==> config.mk <==
export PLATFORM = sky130hd
export DESIGN_NAME = pulse_pacer
export DESIGN_NICKNAME = d
export VERILOG_FILES = /design/src/rtl/pulse_pacer_pkg.sv /design/src/rtl/pulse_pacer.sv
export SDC_FILE = /design/constraint.sdc
export NUM_CORES = 1
export LEC_CHECK = 0
export ABC_CLOCK_PERIOD_IN_PS = 2130
export CORE_MARGIN = 10
export CORE_UTILIZATION = 44
export CTS_CLUSTER_DIAMETER = 80
export DETAILED_ROUTE_END_ITERATION = 7
export MAX_ROUTING_LAYER = met4
export PLACE_DENSITY_LB_ADDON = 0.12
export SYNTH_ARGS = -nofsm -noshare
export SYNTH_HDL_FRONTEND = slang
export SYNTH_SLANG_ARGS = --single-unit
==> constraint.sdc <==
create_clock -name clk -period 2.13 [get_ports clk]
set_clock_uncertainty 0.2 [all_clocks]
set_input_delay 0.426 -clock clk [delete_from_list [all_inputs] [get_ports clk]]
set_output_delay 0.426 -clock clk [all_outputs]
set_load 0.01 [all_outputs]
==> src/rtl/pulse_pacer_pkg.sv <==
// Shared pulse-sync definitions: pacer state encoding,
// default pacing constants and the gap counter sizing helper.
package pulse_pacer_pkg;

  typedef logic [1:0] state_t;

  localparam state_t S_IDLE = 2'd0;
  localparam state_t S_EMIT = 2'd1;
  localparam state_t S_GAP  = 2'd2;

  localparam int GAP_DEF   = 8;
  localparam int CNT_W_DEF = 4;

  function automatic int gap_w(input int gap);
    int w;
    w = $clog2(gap);
    return (w < 1) ? 1 : w;
  endfunction

endpackage

==> src/rtl/pulse_pacer.sv <==
// Source-side event pacer: queues single-cycle requests and
// re-emits them as pulses spaced at least GAP cycles apart.
module pulse_pacer
  import pulse_pacer_pkg::*;
#(
  parameter int GAP   = GAP_DEF,
  parameter int CNT_W = CNT_W_DEF
) (
  input  logic             clk,
  input  logic             rst,
  input  logic             evt_in,
  input  logic             ovf_clr,
  output logic             pul_out,
  output logic [CNT_W-1:0] pend_cnt,
  output logic             busy,
  output logic             ovf
);

  localparam int GW = gap_w(GAP);
  localparam logic [CNT_W-1:0] CNT_MAX = '1;
  // GAP state lasts GAP-1 cycles: load GAP-2, leave at 0
  localparam logic [GW-1:0] GAP_LD = GW'(GAP - 2);

  state_t          state;
  state_t          state_nx;
  logic [GW-1:0]   gap_cnt;
  logic            inc;
  logic            dec;
  logic            want;
  logic            gap_last;
  logic            drop;

  assign inc      = evt_in;
  assign dec      = (state == S_EMIT);
  assign want     = (pend_cnt != '0) || evt_in;
  assign gap_last = (gap_cnt == '0);
  assign drop     = inc && !dec && (pend_cnt == CNT_MAX);
  assign busy     = (state != S_IDLE) || (pend_cnt != '0);

  always_comb begin
    state_nx = state;
    unique case (state)
      S_IDLE: if (want) state_nx = S_EMIT;
      S_EMIT: state_nx = S_GAP;
      S_GAP:  if (gap_last) state_nx = want ? S_EMIT : S_IDLE;
      default: state_nx = S_IDLE;
    endcase
  end

  always_ff @(posedge clk) begin
    if (rst) begin
      state    <= S_IDLE;
      gap_cnt  <= '0;
      pend_cnt <= '0;
      pul_out  <= 1'b0;
      ovf      <= 1'b0;
    end else begin
      state   <= state_nx;
      pul_out <= (state_nx == S_EMIT);
      if (state == S_EMIT)
        gap_cnt <= GAP_LD;
      else if (state == S_GAP && !gap_last)
        gap_cnt <= gap_cnt - 1'b1;
      if (inc && !dec && !drop)
        pend_cnt <= pend_cnt + 1'b1;
      else if (dec && !inc)
        pend_cnt <= pend_cnt - 1'b1;
      ovf <= drop || (ovf && !ovf_clr);
    end
  end

endmodule

# Word level (Yosys, flattened, before mapping)
# Cells that the tools add are included.
dict set report classes {
  n_lt_le_gt_ge 0
  mul 0
  n_bitwise 0
  n_eq_ne 4
  muxes 8
  shift 0
  n_reduce_logical 21
  n_div 0
  n_addsub 3
}
# cell count
set op_table {}
lappend op_table {{$mux 4} 2}
lappend op_table {{$logic_and 1x1->1} 6}
lappend op_table {{$mux 3} 2}
lappend op_table {{$pmux 2 s3} 1}
lappend op_table {{$reduce_bool 2->1} 3}
lappend op_table {{$logic_not 1->1} 5}
lappend op_table {{$add 4x1->4 const B} 1}
lappend op_table {{$eq 2x1->1 const B} 2}
lappend op_table {{$eq 4x4->1 const B} 1}
lappend op_table {{$mux 2} 2}
lappend op_table {{$reduce_bool 4->1} 1}
lappend op_table {{$sub 4x1->4 const B} 1}
lappend op_table {{$logic_not 3->1} 1}
lappend op_table {{$logic_or 1x1->1} 3}
lappend op_table {{$sub 3x1->3 const B} 1}
lappend op_table {{$eq 2x2->1 const B} 1}
lappend op_table {{$logic_not 2->1} 1}
lappend op_table {{$reduce_or 2->1} 1}
lappend op_table {{$mux 1} 1}
dict set report word_totals {
  in_bits 4
  elab_cells 42
  memories 0
  latchBits 0
  ff_bits 11
  mem_bits_ro 0
  output_inout_bits 7
  mem_bits_rw 0
}

# Logic depth before layout (Yosys ltp)
dict set report logic_depth {
  depth_word 7
  depth_mapped 10
  depth_no_buf 8
}

# Least setup slack after synthesis
# OpenSTA, ideal clock, no wires.
dict set report synth_path {
  path_kind {register to register}
  startpoint {reg pend_cnt[0]}
  endpoint {reg pend_cnt[3]}
  stages_incl_launch_ff 10
  t_required_ns 1.809
  path_buffers 1
  arrival_ns 2.080
  setup_ns 0.121
  path_slack_ns -0.270
  synth_period_minus_slack_ns 2.400
  path_cell_list {dfxtp_1 > nand4_1 > and3_4 > buf_6 > inv_1 > ha_1 > a21o_1 > a21oi_1 > mux2i_1 > mux2_2}
}
dict set report synth_via {
  elab_chain_cells 5
}
# element line_no
set synth_lines {}
lappend synth_lines {{start, declared} pulse_pacer.sv:14} ;# output logic [CNT_W-1:0] pend_cnt,
lappend synth_lines {{start signal, assigned} pulse_pacer.sv:65} ;# pend_cnt <= pend_cnt + 1'b1;
lappend synth_lines {{start signal, assigned} pulse_pacer.sv:67} ;# pend_cnt <= pend_cnt - 1'b1;
lappend synth_lines {{branches (longest 5 deep; another with $sub 4x1->4)} -}
# Several ways; the timed one is not identified. The select of a mux whose other input is x is not followed.
# A chain may end at the register's enable or synchronous reset.

# Worst setup path in the final report
dict set report layout_path {
  startpoint {reg pend_cnt[0]}
  endpoint {out busy}
}
dict set report layout_via {
  elab_chain_cells 2
}
# element line_no
set layout_lines {}
lappend layout_lines {{$reduce_bool 4->1} pulse_pacer.sv:38} ;# assign busy = (state != S_IDLE) || (pend_cnt != '0);
lappend layout_lines {{$logic_or 1x1->1} pulse_pacer.sv:38}
lappend layout_lines {{end, declared} pulse_pacer.sv:15} ;# output logic busy,
# Every way passes these cells.

==> results.md <==
* Status: complete, but fails checks
* Violated checks: negative setup slack
* Vias per inst at a little over 5
* Routed vias at approximately 620
* Highest net fanout along the worst path at 2
* Dominant synthesized flop cell: dfxtp_1
* Kind of critical path: reg2out
* Final setup margin at -0.1129 ns
* CTS H-tree lvls at 1
* Synth Area in Compound Gates at 0.1402
* Clock tree buffer depth at 2
* Final Cycle Share at 1.053
* Footprint of the multi-input gates at 374.1 um2
* Num Clock Sinks at 11
* Avg Synthesized Cell Area at roughly 8.7 um2
* Core ar. at around 1300 um2
* Hold WS at ~0.31 ns
* Register share of total power at 0.284
* Inserted Clock Buffers at 3
* WP data arrival at between 1.5 and 2 ns
* FP Rows at 13
* Worst skew pair latency at ~0.27 ns
* ANT cells at 0
* Psw at around 0.42 mW
* Worst-path clk slew at roughly 0.07 ns
* Area Growth Syn to Fin at 56.50%
* Die Wd at ~57 um
* Synth Area in Adders at 0.1138
* Async set-reset flop share out of synthesis at 0
* # IOs at 11
* First drt pass iteration count at 4
* Largest family of logic cells by synthesized area: simple AND/OR/NAND/NOR gates
* Crit start category: flop
* Count of final setup violators at 3
* Total Routed Length at roughly 1.6 mm
* Clock network power share at 0.123
* Total track usage at 0.1009
* Hold buffers post-CTS at 0
* Root buffer cell: clkbuf_4
* Pwr Total at roughly 1.2 mW
* Post-Syn Instances at 71
* Synth Register Bits at 11
* Vias in the first global route at between 600 and 700
* Worst Setup End Kind: primary output
* Worst vdd ir at around 650 uV
* Post-DP HPWL at about 1.1 mm
* Final Max Slew Viols at 0
* Congestion Overflow GR at 0
* Logic pwr share at 0.594
* Final antenna-violating net count at 0
* Finished Layout Cells at between 100 and 150
* F_max at roughly 450 MHz
* Distinct cells, synth at 28
* DP Area at approximately 860 um2
* Drt drc at 0
* Post-Syn Area at roughly 620 um2
* Hold crit path type: reg2reg
* First-pass GRT wire length at between 2 and 3 mm
* Slew Limit Headroom at 0.7832
* Synth Area in XOR/XNOR at 0.01423
* Die ar. at about 3300 um2
* Final Hold Vio Count at 0
* Gpl congestion at ~0.81
* Placed insts at between 100 and 150
* Critical Path RT at ~1.5 ns
* Post-synthesis net count at 80
* Fin Setup TNS at -0.2177 ns
* Worst slew pin tran at 0.3219 ns
* Initial antenna violation count at 0
* Layout fillers at about 110
* RSZ-0062 raised after global routing: yes
* EDFF count, synth at 0
* CTS tree: built
* Switching Fraction at 0.3596
* Pin count of the biggest net entering global routing at 9
* Iter 0 DRT Violations at 10
* Pwr/cell area at 1221 nW/um2
* Internal power at between 0.7 and 0.8 mW
* Yosys synthesis warning count at 0
* Min Tclk post-route at roughly 2.2 ns
* Starting Density at 0.4672
* Routed wire per std cell at about 13 um
* Sequential area share after synthesis at 0.3577
* Post-synthesis simple-gate area fraction at 0.2724
* PortBufs at 10
* Post-route cell area at between 900 and 1000 um2
* Nets at ~120
* Post-synthesis mux area share at 0.03455
* Max Cap Viol at 0
* Die height at 57.41 um
* Register area at around 230 um2
* Leakage power at 0.4288 nW
* Ratio of cells with drive above 1 in the final layout at 0.3832
==> worst max-delay path, cell delays in order, from the launching register on <==
cell and delay (ns):
dfxtp_4 0.35, or4_4 0.52, or3_1 0.33, buf_2 0.15
==> layer usage <==
layer	vias up	global-route usage	wire length, um
met5	-	-	0
met4	0	0.03020	21
met3	4	0.03540	79
met2	11	0.1595	743
met1	290	0.1162	707
li1	319	-	-
==> area by class of cell <==
type | count | area share
clock buffer | 4 | 0.02727
sequential | 11 | 0.2429
timing repair buffer | 35 | 0.3000
tap | 15 | 0.01948
multi-input combinational | 52 | 0.3883
inverter | 5 | 0.02208
==> metrics by stage <==
| stage | utilization | setup slack (ns) |
|---|---|---|
| 4_1_cts | 0.7170 | -0.1166 |
| 3_5_place_dp | 0.6505 | -0.3937 |
| 2_1_floorplan | - | -0.01722 |
| 3_3_place_gp | 0.6505 | -0.3506 |
| 5_1_grt | 0.7312 | -0.1725 |
| 6_report | 0.7312 | -0.1129 |
==> synth_stat cells, types with 2 or more instances <==
| library cell | instances | area (um2) |
|---|---|---|
| dfxtp_1 | 11 | 220.2 |
| nor2_1 | 11 | 41.29 |
| a21oi_1 | 6 | 30.03 |
| inv_1 | 5 | 18.77 |
| ha_1 | 4 | 50.05 |
| nor3_1 | 4 | 20.02 |
| nand2_1 | 3 | 11.26 |
| o21ai_0 | 3 | 15.01 |
| nor2b_1 | 2 | 12.51 |
| nor4_1 | 2 | 12.51 |
| o22a_1 | 2 | 17.52 |
| or3b_1 | 2 | 17.52 |
==> sequential cells by signal, summed over array words and instances (netlist names) <==
signal,flops
pend_cnt,4
gap_cnt,3
state,2
ovf,1
pul_out,1
==> logic make-up (layout without fill, tap and decap cells) <==
family | after synthesis | after routing
muxes | 2 | 2
adders and majority gates | 5 | 5
DFF | 11 | 11
buffers and inverters | 8 | 44
AOI/OAI and AO/OA | 14 | 14
xor gates and xnor gates | 1 | 1
and+or+nand+nor | 30 | 30
==> placed cells by master, fill, tap and decap left out, drive strengths merged, types with 3 or more instances in the layout <==
cell / n
dfxtp: 11
buf: 26
clkbuf: 4
nor3: 4
clkdlybuf4s50: 8
nand2: 3
inv: 5
a21oi: 6
o21ai: 3
ha: 4
nor2: 11
==> worst paths after layout <==
check | endpoint | startpoint | slack [ns] | cells past startpoint
max | busy | pend_cnt[0]$_SDFFE_PP0P_ | -0.11 | 3
min | gap_cnt[1]$_SDFFE_PP0P_ | gap_cnt[1]$_SDFFE_PP0P_ | 0.31 | 2
min reg2reg | gap_cnt[1]$_SDFFE_PP0P_ | gap_cnt[1]$_SDFFE_PP0P_ | 0.31 | 2
max reg2reg | pend_cnt[3]$_SDFFE_PP0P_ | pend_cnt[1]$_SDFFE_PP0P_ | -0.07 | 9
==> power by group through the flow <==
stage | sequential [mW] | combinational, mW | clock, mW
floorplan | 0.368 | 0.367 | 0
global placement | 0.330 | 0.669 | 0
detailed placement | 0.333 | 0.683 | 0
CTS | 0.332 | 0.690 | 0.149
global route | 0.343 | 0.777 | 0.157
finish | 0.334 | 0.698 | 0.144
==> timing repair <==
| item | CTS | global route |
|---|---|---|
| pin swaps | 3 | 3 |
| setup buffers | 8 | 2 |
| resized for setup | 7 | 1 |
| endpoints found under the setup margin | 2 | 4 |
Power figures use the tool's default switching activity.
